<file path="src/rtl/multicycle_control.sv">
// Main control FSM for the multicycle MIPS datapath: sequences fetch, decode,
// execute, memory and writeback, and waits on a variable-latency memory.
module multicycle_control (
  input  logic       clk,
  input  logic       rst_n,
  input  logic [5:0] opcode,
  input  logic       zero,
  input  logic       mem_ready,
  output logic       mem_read,
  output logic       mem_write,
  output logic       iord,
  output logic       ir_write,
  output logic       reg_dst,
  output logic       mem_to_reg,
  output logic       reg_write,
  output logic       alu_src_a,
  output logic [1:0] alu_src_b,
  output logic [1:0] alu_op,
  output logic [1:0] pc_src,
  output logic       pc_en,
  output logic       instr_done,
  output logic       illegal_op,
  output logic [3:0] state_o
);

  typedef enum logic [3:0] {
    RST    = 4'd0,
    FETCH  = 4'd1,
    DECODE = 4'd2,
    MEMADR = 4'd3,
    MEMRD  = 4'd4,
    MEMWB  = 4'd5,
    MEMWR  = 4'd6,
    EXEC   = 4'd7,
    ALUWB  = 4'd8,
    BRANCH = 4'd9,
    ADDIEX = 4'd10,
    ADDIWB = 4'd11,
    JUMP   = 4'd12
  } state_t;

  localparam logic [5:0] OP_RTYPE = 6'b000000;
  localparam logic [5:0] OP_LW    = 6'b100011;
  localparam logic [5:0] OP_SW    = 6'b101011;
  localparam logic [5:0] OP_BEQ   = 6'b000100;
  localparam logic [5:0] OP_ADDI  = 6'b001000;
  localparam logic [5:0] OP_J     = 6'b000010;

  // Unconditional per-state controls; pc_write here covers JUMP only, the
  // fetch PC update is qualified by mem_ready below.
  typedef struct packed {
    logic       mem_read;
    logic       mem_write;
    logic       iord;
    logic       reg_dst;
    logic       mem_to_reg;
    logic       reg_write;
    logic       alu_src_a;
    logic [1:0] alu_src_b;
    logic [1:0] alu_op;
    logic [1:0] pc_src;
    logic       pc_write;
    logic       branch;
    logic       done;
  } ctrl_t;

  state_t state;
  state_t next_state;
  ctrl_t  ctrl;

  function automatic ctrl_t decode_state(input state_t s);
    ctrl_t c;
    c = '0;
    case (s)
      FETCH: begin
        c.mem_read  = 1'b1;
        c.alu_src_b = 2'b01;
      end
      DECODE: c.alu_src_b = 2'b11;
      MEMADR: begin
        c.alu_src_a = 1'b1;
        c.alu_src_b = 2'b10;
      end
      MEMRD: begin
        c.mem_read = 1'b1;
        c.iord     = 1'b1;
      end
      MEMWB: begin
        c.mem_to_reg = 1'b1;
        c.reg_write  = 1'b1;
        c.done       = 1'b1;
      end
      MEMWR: begin
        c.mem_write = 1'b1;
        c.iord      = 1'b1;
      end
      EXEC: begin
        c.alu_src_a = 1'b1;
        c.alu_op    = 2'b10;
      end
      ALUWB: begin
        c.reg_dst   = 1'b1;
        c.reg_write = 1'b1;
        c.done      = 1'b1;
      end
      BRANCH: begin
        c.alu_src_a = 1'b1;
        c.alu_op    = 2'b01;
        c.pc_src    = 2'b01;
        c.branch    = 1'b1;
        c.done      = 1'b1;
      end
      ADDIEX: begin
        c.alu_src_a = 1'b1;
        c.alu_src_b = 2'b10;
      end
      ADDIWB: begin
        c.reg_write = 1'b1;
        c.done      = 1'b1;
      end
      JUMP: begin
        c.pc_src   = 2'b10;
        c.pc_write = 1'b1;
        c.done     = 1'b1;
      end
      default: c = '0;
    endcase
    return c;
  endfunction

  function automatic logic is_legal(input logic [5:0] op);
    return (op == OP_RTYPE) || (op == OP_LW) || (op == OP_SW) ||
           (op == OP_BEQ) || (op == OP_ADDI) || (op == OP_J);
  endfunction

  always_comb begin
    next_state = state;
    case (state)
      RST:    next_state = FETCH;
      FETCH:  if (mem_ready) next_state = DECODE;
      DECODE: begin
        case (opcode)
          OP_RTYPE:     next_state = EXEC;
          OP_LW, OP_SW: next_state = MEMADR;
          OP_BEQ:       next_state = BRANCH;
          OP_ADDI:      next_state = ADDIEX;
          OP_J:         next_state = JUMP;
          default:      next_state = FETCH;
        endcase
      end
      MEMADR: next_state = (opcode == OP_SW) ? MEMWR : MEMRD;
      MEMRD:  if (mem_ready) next_state = MEMWB;
      MEMWR:  if (mem_ready) next_state = FETCH;
      EXEC:   next_state = ALUWB;
      ADDIEX: next_state = ADDIWB;
      MEMWB, ALUWB, BRANCH, ADDIWB, JUMP: next_state = FETCH;
      default: next_state = FETCH;
    endcase
  end

  // Outputs are registered alongside the state by decoding the next state,
  // so they change on the same edge as state_o and clear with reset.
  always_ff @(posedge clk or negedge rst_n) begin
    if (!rst_n) begin
      state <= RST;
      ctrl  <= '0;
    end else begin
      state <= next_state;
      ctrl  <= decode_state(next_state);
    end
  end

  assign mem_read   = ctrl.mem_read;
  assign mem_write  = ctrl.mem_write;
  assign iord       = ctrl.iord;
  assign reg_dst    = ctrl.reg_dst;
  assign mem_to_reg = ctrl.mem_to_reg;
  assign reg_write  = ctrl.reg_write;
  assign alu_src_a  = ctrl.alu_src_a;
  assign alu_src_b  = ctrl.alu_src_b;
  assign alu_op     = ctrl.alu_op;
  assign pc_src     = ctrl.pc_src;
  assign state_o    = state;

  assign ir_write   = (state == FETCH) && mem_ready;
  assign pc_en      = ctrl.pc_write | ir_write | (ctrl.branch & zero);
  assign instr_done = ctrl.done | ((state == MEMWR) && mem_ready);
  assign illegal_op = (state == DECODE) && !is_legal(opcode);

endmodule
</file>
<file path="config.mk">
export PLATFORM = sky130hd
export DESIGN_NAME = multicycle_control
export DESIGN_NICKNAME = d
export VERILOG_FILES = /design/src/rtl/multicycle_control.sv
export SDC_FILE = /design/constraint.sdc
export NUM_CORES = 1
export LEC_CHECK = 0
export ABC_CLOCK_PERIOD_IN_PS = 2130
export CAP_MARGIN = 15
export CORE_MARGIN = 2
export CORE_UTILIZATION = 45
export DETAILED_ROUTE_END_ITERATION = 8
export PLACE_DENSITY_LB_ADDON = 0.15
export REMOVE_ABC_BUFFERS = 1
export SKIP_LAST_GASP = 1
export SYNTH_ARGS = -nofsm -noshare
export SYNTH_HDL_FRONTEND = slang
export SYNTH_SLANG_ARGS = --single-unit
</file>
<file path="constraint.sdc">
create_clock -name clk -period 2.13 [get_ports clk]
set_input_delay 0.426 -clock clk [delete_from_list [all_inputs] [get_ports clk]]
set_output_delay 0.426 -clock clk [all_outputs]
set_load 0.005 [all_outputs]
</file>
==> results of run 1 <==
## logic make-up (layout without fill, tap and decap cells)
logic type	count (synthesis)	count (layout)	share of synthesized area, %
xor gates and xnor gates	3	3	2.75
buffers and inverters	13	71	7.84
and+or+nand+nor	42	42	28.1
DFF	18	18	47.1
AOI/OAI and AO/OA	19	19	14.2
## layout by cell type (no fill, tap or decap), drive strengths merged
cell type and count:
dfrtp 18, buf 33, nor3b 1, dlymetal6s2s 1, nor4b 2, clkdlybuf4s50 21, xor2 2, a31o 1
o21ai 5, o22ai 2, and3 3, o211ai 3, nand2b 3, a21oi 4, nand4 1, nor2b 7
nand2 6, and4 1, xnor2 1, nand3 3, dlygate4sd2 2, nor3 4, inv 4, nor2 7
clkbuf 10, a211oi 3, a22oi 1, nor4 2, and2 2
## power groups by stage
stage               clock network (mW)  registers (mW)  logic [mW]
finish                           0.219           0.480       0.851
global route                     0.238           0.488       0.910
CTS                              0.218           0.505       0.779
detailed placement                   0           0.494       0.741
global placement                     0           0.493       0.726
floorplan                            0           0.507       0.306
## cell type report
class                   instances  area (um^2)
repair buffers                 63          522
multi-input cells              64          480
flip-flops and latches         18          455
fillers                       127          439
clock buffers                   4         36.3
well taps                      27         33.8
inverters                       4         15.0
## repair_timing
item / CTS / global route
setup endpoints to repair: 4 / 14
hold buffers: 0 / 0
pin swaps: 3 / 5
cloned: 1 / 0
resized for setup: 22 / 17
buffers inserted: 7 / 4
## metrics by stage
step / hold slack (ns) / utilization, %
finish: 0.440 / 77.8
global route: 0.440 / 77.8
detailed placement: 0.574 / 70.1
CTS: 0.445 / 77.1
global placement: 0.555 / 70.1
floorplan: 0.130 / -
## worst min-delay path by stage
stage / slack (ns) / end / from
finish: 0.44 / mem_to_reg / rst_n
global route: 0.44 / mem_to_reg / rst_n
CTS: 0.45 / mem_to_reg / rst_n
detailed placement: 0.57 / mem_to_reg / state_o[0]
global placement: 0.55 / mem_to_reg / state_o[0]
floorplan: 0.13 / alu_op[0] / rst_n
## per-layer routing
metal | routed length (um) | GRT usage (%) | up-vias
li1 | - | - | 443
met1 | 1090 | 28.7 | 451
met2 | 1300 | 36.6 | 46
met3 | 148 | 4.24 | 14
met4 | 144 | 15.7 | 0
met5 | 0 | 0 | -
==> key figures, run 1 <==
Status
  – Outcome: completed

STA
  – Final Hold Violating Endpoints: 0
  – Fin. max-slew vios: 0
  – Fin Clk Skew: 0.00807 ns
  – Setup Viol. Count Final: 0
  – Highest clock rate: 479 MHz
  – Final setup margin: 0.0405 ns
  – Slew margin rel.: 80.4%
  – Fin crit period: 2.09 ns
  – Final TNS setup: 0 ns
  – Final worst-path cycle share: 98.1%
  – Actual slew at the worst max-slew pin: 0.291 ns

Logic synthesis
  – Yosys warns: 0
  – Count leader, synth: dfrtp_1
  – Sequential share of the synthesized area: 47.1%
  – Synth Instances: 95
  – Post-synth EDFFs: 0
  – Top post-synthesis cells by count: dfrtp_1 (18), nor2_1 (7), nor2b_1 (7)
  – Syn_area_per_cell: 10.1 um^2
  – Cell variety after synth: 35
  – FF+latch count, synth: 18
  – Dominant cell type by area after synthesis: dfrtp_1
  – FFs w/ async S/R, synth: 100%
  – Largest cells by area after synthesis: dfrtp_1 (47%), buf_4 (4.7%), nor2b_1 (4.6%)
  – Top FF cell, synth: dfrtp_1
  – Netlist Area Pre-Place: 957 um^2
  – Synth top area share: 47.1%

Floorplanning
  – Core Footprint: 0.00198 mm^2
  – IO Count: 31
  – Starting Density: 48.3%
  – Horiz. Die Dim: 50.1 um
  – Die footprint: 0.00251 mm^2
  – Die height: 50.1 um
  – Row count: 16

Critical path
  – R2R cell count: 6
  – Critical Path AT: 1.66 ns
  – Crit-path slowest cell: clkdlybuf4s50_1
  – CP max FO: 5
  – Critical path required time: 1.70 ns
  – CP max stage delay: 0.49 ns
  – RR Startpoint: state_o[3]
  – Buf/Inv on CP: 3
  – Critical path depth: 4
  – RR Endpoint: alu_op[1]
  – Critical path's most frequent cell: clkdlybuf4s50_1
  – CP Cell Sequence: clkdlybuf4s50_1 -> buf_4 -> a31o_2 -> clkdlybuf4s50_1
  – Crit path max-delay family: buffers and inverters
  – CP startpoint: mem_ready
  – Crit Path Category: in2out
  – Crit end category: output port
  – Critical path destination: instr_done
  – Critical Path Start Type: input pin
  – Reg2reg setup slack: 0.33 ns

Drt
  – Initial DRC Count: 16
  – Vias/cell: 5.30
  – DR vias: 954
  – Remaining antenna violation count after routing: 0
  – Overall routed net length: 2680 um
  – Drt first pass iters: 4
  – Routed WL per cell: 14.9 um
  – Number of remaining DRC errors: 0

Worst hold path
  – Worst Hold Class: in2async

Power
  – P_int: 988 uW
  – Switching Fraction: 36.3%
  – Tot Pwr: 1.55 mW
  – Leak: 0.728 nW
  – Clock power frac: 14.1%
  – PD cells: 1010 mW/mm^2
  – Register share of total power: 31.0%
  – Switching Power: 563 uW
  – Combinational power share: 54.9%
  – Peak supply drop: 661 uV

Place
  – Dpl ws: -0.270 ns
  – # placed instances: 164
  – DP Area: 0.00139 mm^2
  – Post-DP HPWL: 1780 um
  – GPL Wtd Cong: 0.899
  – IO Port Bufs: 30

Clocking
  – Clock Latency Late Sink: 0.30 ns
  – Htree depth: 1
  – Clock sinks: 18
  – Num CTS Buffers: 3
  – Max clock buf depth: 2
  – Clk root buf: clkbuf_4
  – CTS tree: yes
  – Reg clk slew, reported paths: 0.11 ns

Layout
  – Area Overhead vs Synth: 61.2%
  – Number of flip-flops in the largest register: 4
  – Share of layout cells above drive strength 1: 43.1%
  – Non-Filler Instances: 180
  – Finished Cell Area: 0.00154 mm^2
  – Nets@finish: 164
  – Diodes inserted: 0

Global routing
  – GR Util All Layers: 23.3%
  – Pin count of the biggest net entering global routing: 19
  – Number of global-route vias before repair: 943
  – GR Overflow Total: 0
  – First-pass GRT wire length: 4260 um
  – Initial antenna violation count: 0

Flow run
  – Maxcap violations: 0
Power figures use the tool's default switching activity.
==> inputs of run 2 (changes only) <==
--- a/config.mk
+++ b/config.mk
@@ -11,6 +11,7 @@
 export CORE_UTILIZATION = 45
 export DETAILED_ROUTE_END_ITERATION = 8
 export PLACE_DENSITY_LB_ADDON = 0.15
+export RECOVER_POWER = 100
 export REMOVE_ABC_BUFFERS = 1
 export SKIP_LAST_GASP = 1
 export SYNTH_ARGS = -nofsm -noshare
==> key figures, run 2 (synthesis gave the netlist of run 1 again) <==
Layout
  – Area Overhead vs Synth: 59.5%
  – Area of the multi-input gates: 468 um^2 (-2.6%)
  – FILL cells: 131 (+3.1%)
  – Commonest non-fill, non-tap cell in the layout: buf_4
  – Most frequent cells in the layout: buf_4 (30), dfrtp_1 (14), clkdlybuf4s50_1 (14)
  – Nets@finish: 164 (unchanged)
  – Number of flip-flops in the largest register: 4 (unchanged)
  – Seq. cell area: 455 um^2 (unchanged)
  – Share of layout cells above drive strength 1: 41.2% (-2.0 points)
  – Diodes inserted: 0 (unchanged)

STA
  – Final worst-path cycle share: 97.7% (-0.35 points)
  – Fin. max-slew vios: 0 (unchanged)
  – Fin Clk Skew: 0.00945 ns (+0.00138 ns)
  – Hold Worst Slack: 0.666 ns (+0.226 ns)
  – Setup Viol. Count Final: 0 (unchanged)
  – Fin crit period: 2.08 ns (-0.00742 ns)
  – Slew margin rel.: 33.7% (-47 points)
  – Actual slew at the worst max-slew pin: 0.994 ns (+0.703 ns)
  – Final setup margin: 0.0480 ns (+0.00742 ns)
  – Final Hold Violating Endpoints: 0 (unchanged)
  – Highest clock rate: 480 MHz (+0.36%)

Drt
  – Vias/cell: 5.28 (-0.42%)
  – Remaining antenna violation count after routing: 0 (unchanged)
  – Drt first pass iters: 4 (unchanged)
  – Initial DRC Count: 24 (+8)
  – Overall routed net length: 2670 um (-0.49%)
  – Routed WL per cell: 14.8 um (-0.49%)
  – DR vias: 950 (-0.42%)
  – Number of remaining DRC errors: 0 (unchanged)

Critical path
  – Critical path destination: instr_done
  – Crit-path slowest cell: clkdlybuf4s50_1
  – RR Startpoint: state_o[3]
  – Critical path required time: 1.70 ns (about the same)
  – CP startpoint: state_o[3]
  – CP max FO: 3 (-2)
  – CP Cell Sequence: buf_4 -> nor2b_2 -> a31o_2 -> clkdlybuf4s50_1
  – Reg2reg setup slack: 0.34 ns (about the same)
  – Crit end category: output port
  – RR Endpoint: alu_op[1]
  – Crit Path Category: reg2out
  – CP max stage delay: 0.49 ns (about the same)
  – Critical Path Start Type: register
  – Critical Path AT: 1.66 ns (about the same)
  – R2R cell count: 6 (unchanged)

Status
  – Outcome: completed

Clocking
  – CTS tree: yes
  – Htree depth: 1 (unchanged)
  – Clock sinks: 18 (unchanged)
  – Reg clk slew, reported paths: 0.12 ns (about the same)
  – Num CTS Buffers: 3 (unchanged)
  – Clk root buf: clkbuf_4
  – Hold_buf cts: 0 (unchanged)
  – Clock Latency Late Sink: 0.30 ns (about the same)
  – Max clock buf depth: 2 (unchanged)

Floorplanning
  – Starting Density: 48.3% (unchanged)
  – Horiz. Die Dim: 50.1 um (unchanged)
  – IO Count: 31 (unchanged)
  – Die footprint: 0.00251 mm^2 (unchanged)
  – Die height: 50.1 um (unchanged)
  – Core Footprint: 0.00198 mm^2 (unchanged)
  – Row count: 16 (unchanged)

Worst hold path
  – Worst Hold Class: reg2reg
  – Hold path cells: 2

Place
  – Post-DP HPWL: 1780 um (unchanged)
  – IO Port Bufs: 30 (unchanged)
  – Dpl ws: -0.270 ns (unchanged)
  – GPL Wtd Cong: 0.899 (unchanged)

Global routing
  – Busiest grt layer: met2
  – Pin count of the biggest net entering global routing: 19 (unchanged)
  – Number of global-route vias before repair: 943 (unchanged)
  – GR Util met3: 4.24% (unchanged)
  – First-pass GRT wire length: 4260 um (unchanged)
  – Met1 Resource Use GR: 28.7% (unchanged)
  – GR Overflow Total: 0 (unchanged)
  – GR Util All Layers: 23.3% (unchanged)
  – Met2 Usage GRT: 36.6% (unchanged)
  – Initial antenna violation count: 0 (unchanged)

Power
  – Tot Pwr: 1.52 mW (-1.8%)
  – Leak: 0.731 nW (+0.36%)
  – PD cells: 998 mW/mm^2 (-0.74%)
  – Peak supply drop: 664 uV (+0.42%)

Flow run
  – Maxcap violations: 0 (unchanged)
## run 2: critical path: cells and delay by family, from the launching register on
| family | cells | cell delay (ns) |
|---|---|---|
| simple gates | 1 | 0.12 |
| flops | 1 | 0.44 |
| compound gates | 1 | 0.16 |
| buf+inv | 2 | 0.64 |
## run 2: metal layers
| metal | up-vias | share of wire, % | wire length, um |
|---|---|---|---|
| li1 | 442 | - | - |
| met1 | 456 | 41 | 1100 |
| met2 | 40 | 49 | 1310 |
| met3 | 12 | 4.8 | 129 |
| met4 | 0 | 4.8 | 128 |
| met5 | - | 0 | 0 |
## run 2: worst min-delay path by stage
stage | endpoint | startpoint
after floorplan | alu_op[0] | rst_n
after global placement | mem_to_reg | state_o[0]
after detailed placement | mem_to_reg | state_o[0]
after CTS | mem_to_reg | rst_n
after global routing | mem_to_reg | state_o[0]
final | mem_to_reg | state_o[0]
## run 2: timing repair
action / CTS / global route
pin swaps: 3 / 5
hold endpoints to repair: 0 / 0
gates resized for setup: 22 / 17
gates cloned: 1 / 0
setup buffers: 7 / 4
setup endpoints to repair: 4 / 14
## run 2: area by class of cell
| class | instances | area share [%] |
|---|---|---|
| Clock buffer | 4 | 2.38 |
| Inverter | 4 | 0.984 |
| Multi-Input combinational cell | 64 | 30.7 |
| Sequential cell | 18 | 29.8 |
| Tap cell | 27 | 2.21 |
| Timing Repair Buffer | 63 | 33.9 |
## run 2: power breakdown
group / total [mW] / internal, mW / switching, mW
Combinational: 0.824 / 0.439 / 0.386
Clock: 0.220 / 0.104 / 0.116
Sequential: 0.478 / 0.427 / 0.0515
## run 2: through the flow
stage	TNS, ns	instance area, um^2	utilization (%)	cells
2_1_floorplan	0	897	-	86
3_3_place_gp	-0.578	1390	70.1	164
6_report	0	1530	77.0	180
3_5_place_dp	-0.910	1390	70.1	164
5_1_grt	-0.00695	1530	77.0	180
4_1_cts	-0.0732	1530	77.1	176
==> inputs of run 3 (changes only) <==
--- a/config.mk
+++ b/config.mk
@@ -5,10 +5,11 @@
 export SDC_FILE = /design/constraint.sdc
 export NUM_CORES = 1
 export LEC_CHECK = 0
+export ABC_AREA = 1
 export ABC_CLOCK_PERIOD_IN_PS = 2130
 export CAP_MARGIN = 15
 export CORE_MARGIN = 2
-export CORE_UTILIZATION = 45
+export CORE_UTILIZATION = 46
 export DETAILED_ROUTE_END_ITERATION = 8
 export PLACE_DENSITY_LB_ADDON = 0.15
 export RECOVER_POWER = 100
==> key figures, run 3 <==
Clocking
  – Num CTS Buffers: 3 (unchanged)
  – CTS tree: yes
  – Max clock buf depth: 2 (unchanged)
  – Clock Latency Late Sink: 0.29 ns (about the same)
  – Reg clk slew, reported paths: 0.09 ns (-0.03 ns)
  – Clk root buf: clkbuf_4
  – Clock sinks: 18 (unchanged)
  – Htree depth: 1 (unchanged)
  – Hold_buf cts: 0 (unchanged)

Critical path
  – Critical path required time: 1.70 ns (about the same)
  – Buf/Inv on CP: 2 (unchanged)
  – Crit end category: output port
  – Critical Path Start Type: input pin
  – Crit-path slowest cell: clkdlybuf4s50_1
  – RR Startpoint: state_o[1]
  – Critical path's most frequent cell: nand3_1
  – CP max stage delay: 0.45 ns (-0.04 ns)
  – Crit path max-delay family: buffers and inverters
  – RR Endpoint: alu_src_b[1]
  – Critical path depth: 6 (+2)
  – Crit Path Category: in2out
  – Critical Path AT: 1.64 ns (-0.02 ns)
  – R2R cell count: 10 (+4)
  – CP max FO: 3 (unchanged)
  – CP Cell Sequence: clkdlybuf4s50_1 -> nor2_1 -> nand3_1 -> nand3_1 -> nor3_1 -> dlygate4sd2_1
  – Reg2reg setup slack: 0.39 ns (+0.05 ns)
  – CP startpoint: opcode[2]

Layout
  – Commonest non-fill, non-tap cell in the layout: nand2_1
  – Area Overhead vs Synth: 36.9%
  – Nets@finish: 184 (+12%)
  – FILL cells: 200 (+53%)
  – Number of flip-flops in the largest register: 4 (unchanged)
  – Share of layout cells above drive strength 1: 22.1% (-19 points)
  – Diodes inserted: 0 (unchanged)
  – Non-Filler Instances: 200 (+11%)
  – Most frequent cells in the layout: nand2_1 (27), nor2_1 (23), clkdlybuf4s50_1 (21)
  – Post-layout util: 65.1% (-12 points)

Logic synthesis
  – Synth Instances: 134 (+41%)
  – Netlist Area Pre-Place: 0.00103 mm^2 (+7.7%)
  – Syn_area_per_cell: 7.69 um^2 (-24%)
  – Yosys warns: 0 (unchanged)
  – Cell variety after synth: 20 (-43%)
  – Synth top area share: 43.7% (-3.4 points)
  – Post-synth EDFFs: 0 (unchanged)
  – FF+latch count, synth: 18 (unchanged)
  – Top post-synthesis cells by count: nand2_1 (25), nor2_1 (24), dfrtp_1 (18)
  – Top FF cell, synth: dfrtp_1
  – Sequential share of the synthesized area: 43.7% (-3.4 points)
  – Largest cells by area after synthesis: dfrtp_1 (44%), nand2_1 (9.1%), nor2_1 (8.7%)
  – Count leader, synth: nand2_1
  – FFs w/ async S/R, synth: 100% (unchanged)
  – Dominant cell type by area after synthesis: dfrtp_1

Floorplanning
  – Row count: 17 (+1)
  – Horiz. Die Dim: 51.3 um (+2.4%)
  – Core Footprint: 0.00217 mm^2 (+9.5%)
  – Die footprint: 0.00264 mm^2 (+4.9%)
  – IO Count: 31 (unchanged)
  – Starting Density: 47.5% (-0.78 points)
  – Die height: 51.3 um (+2.4%)

Worst hold path
  – Hold path cells: 2 (unchanged)
  – Hold Crit Endpoint: mem_to_reg
  – Hold path startpoint: state_o[2]
  – Worst Hold Class: reg2reg

Global routing
  – Initial antenna violation count: 0 (unchanged)
  – First-pass GRT wire length: 3490 um (-18%)
  – Number of global-route vias before repair: 872 (-7.5%)
  – GR Overflow Total: 0 (unchanged)
  – GR Util All Layers: 18.0% (-5.3 points)
  – Pin count of the biggest net entering global routing: 19 (unchanged)

Drt
  – Routed WL per cell: 10.6 um (-29%)
  – Overall routed net length: 2110 um (-21%)
  – Initial DRC Count: 17 (-29%)
  – Vias/cell: 4.69 (-11%)
  – Number of remaining DRC errors: 0 (unchanged)
  – DR vias: 938 (-1.3%)
  – Remaining antenna violation count after routing: 0 (unchanged)
  – Drt first pass iters: 4 (unchanged)

STA
  – Fin. max-slew vios: 0 (unchanged)
  – Final worst-path cycle share: 97.2% (-0.57 points)
  – Setup Viol. Count Final: 0 (unchanged)
  – Fin Clk Skew: 0.00430 ns (-0.00515 ns)
  – Slew margin rel.: 38.7% (+4.9 points)
  – Final TNS setup: 0 ns (unchanged)
  – Highest clock rate: 483 MHz (+0.59%)
  – Final setup margin: 0.0602 ns (+0.0122 ns)
  – RSZ-0062 raised after global routing: true
  – Fin crit period: 2.07 ns (-0.0122 ns)
  – Final Hold Violating Endpoints: 0 (unchanged)
  – Actual slew at the worst max-slew pin: 0.920 ns (-0.0740 ns)

Place
  – GPL Wtd Cong: 0.858 (-4.5%)
  – Post-DP HPWL: 1680 um (-5.5%)
  – Dpl ws: -0.196 ns (+0.0745 ns)
  – IO Port Bufs: 30 (unchanged)
  – # placed instances: 195 (+19%)

Status
  – Outcome: completed

Power
  – PD cells: 1110 mW/mm^2 (+11%)
  – Peak supply drop: 731 uV (+10%)
  – Leak: 0.776 nW (+6.3%)
  – Tot Pwr: 1.57 mW (+3.1%)

Flow run
  – Maxcap violations: 0 (unchanged)
## run 3: cell types whose count changed in the layout (fill, tap and decap cells not counted), moves of 3 or more
| cell | change |
|---|---|
| inv_1 | +12 |
| clkdlybuf4s50_1 | +7 |
| o21ai_1 | -3 |
| nor2b_1 | -5 |
| nor2_1 | +16 |
| nor2_2 | +5 |
| nand3_1 | +12 |
| nand2_1 | +22 |
| clkbuf_2 | -6 |
| inv_2 | +5 |
| nor2_4 | +3 |
| buf_4 | -20 |
| nand3_2 | +3 |
## run 3: timing repair
| item | CTS | global route |
|---|---|---|
| pin swaps | 0 | 0 |
| buffers inserted | 0 | 2 |
| gates resized for setup | 2 | 4 |
| cloned | 0 | 0 |
| endpoints found under the setup margin | 3 | 3 |
| hold endpoints to repair | 0 | 0 |
## run 3: worst register-to-register path, stage by stage, from the launching register on
cell and delay, ns:
dfrtp_1 0.48, buf_4 0.18, nand2_1 0.05, nor2_1 0.21, nor2_4 0.10, nand2_4 0.07
nand3_1 0.18, nand2_2 0.16, nor2_1 0.07, nor2_1 0.10, nand2_1 0.05
## run 3: layout make-up
cell class / instances / area, um^2 / share of cell area, %
flip-flops and latches: 18 / 453 / 32.1
multi-input cells: 88 / 440 / 31.2
repair buffers: 41 / 378 / 26.8
inverters: 22 / 82.6 / 5.85
well taps: 28 / 35.0 / 2.48
clock buffers: 3 / 22.5 / 1.60
## run 3: how the worst max path moves through the flow
stage                     slack [ns]    endpoint
after detailed placement       -0.20  illegal_op
final                           0.06  illegal_op
after global placement         -0.16  illegal_op
after CTS                       0.01       pc_en
after floorplan                 0.72   alu_src_a
after global routing           -0.02  illegal_op
## run 3: through the flow
step / area [um^2] / hold WS (ns)
after detailed placement: 1390 / 0.658
after global placement: 1390 / 0.647
after global routing: 1410 / 0.690
final: 1410 / 0.662
after floorplan: 986 / 0.130
after CTS: 1410 / 0.460
## run 3: layer usage
metal | global-route usage [%] | wire length [um] | vias to the layer above
met3 | 6.43 | 147 | 7
met2 | 29.2 | 1040 | 34
li1 | - | - | 482
met5 | 0 | 0 | -
met1 | 21.2 | 877 | 415
met4 | 8.33 | 49 | 0
## run 3: cells by family (layout without fill, tap and decap cells)
family	count (synthesis)	count (layout)	share of synthesized area (%)
and+or+nand+nor	84	84	41.3
AOI/OAI and AO/OA	4	4	2.67
DFF	18	18	43.7
buffers and inverters	28	66	12.4
## run 3: where the power goes
| part | internal (mW) | leakage, nW | total (mW) | switching (mW) |
|---|---|---|---|---|
| logic | 0.428 | 0.526 | 0.899 | 0.471 |
| clock network | 0.0659 | 0.0138 | 0.161 | 0.0947 |
| registers | 0.435 | 0.237 | 0.511 | 0.0755 |
| total | 0.929 | 0.776 | 1.57 | 0.641 |
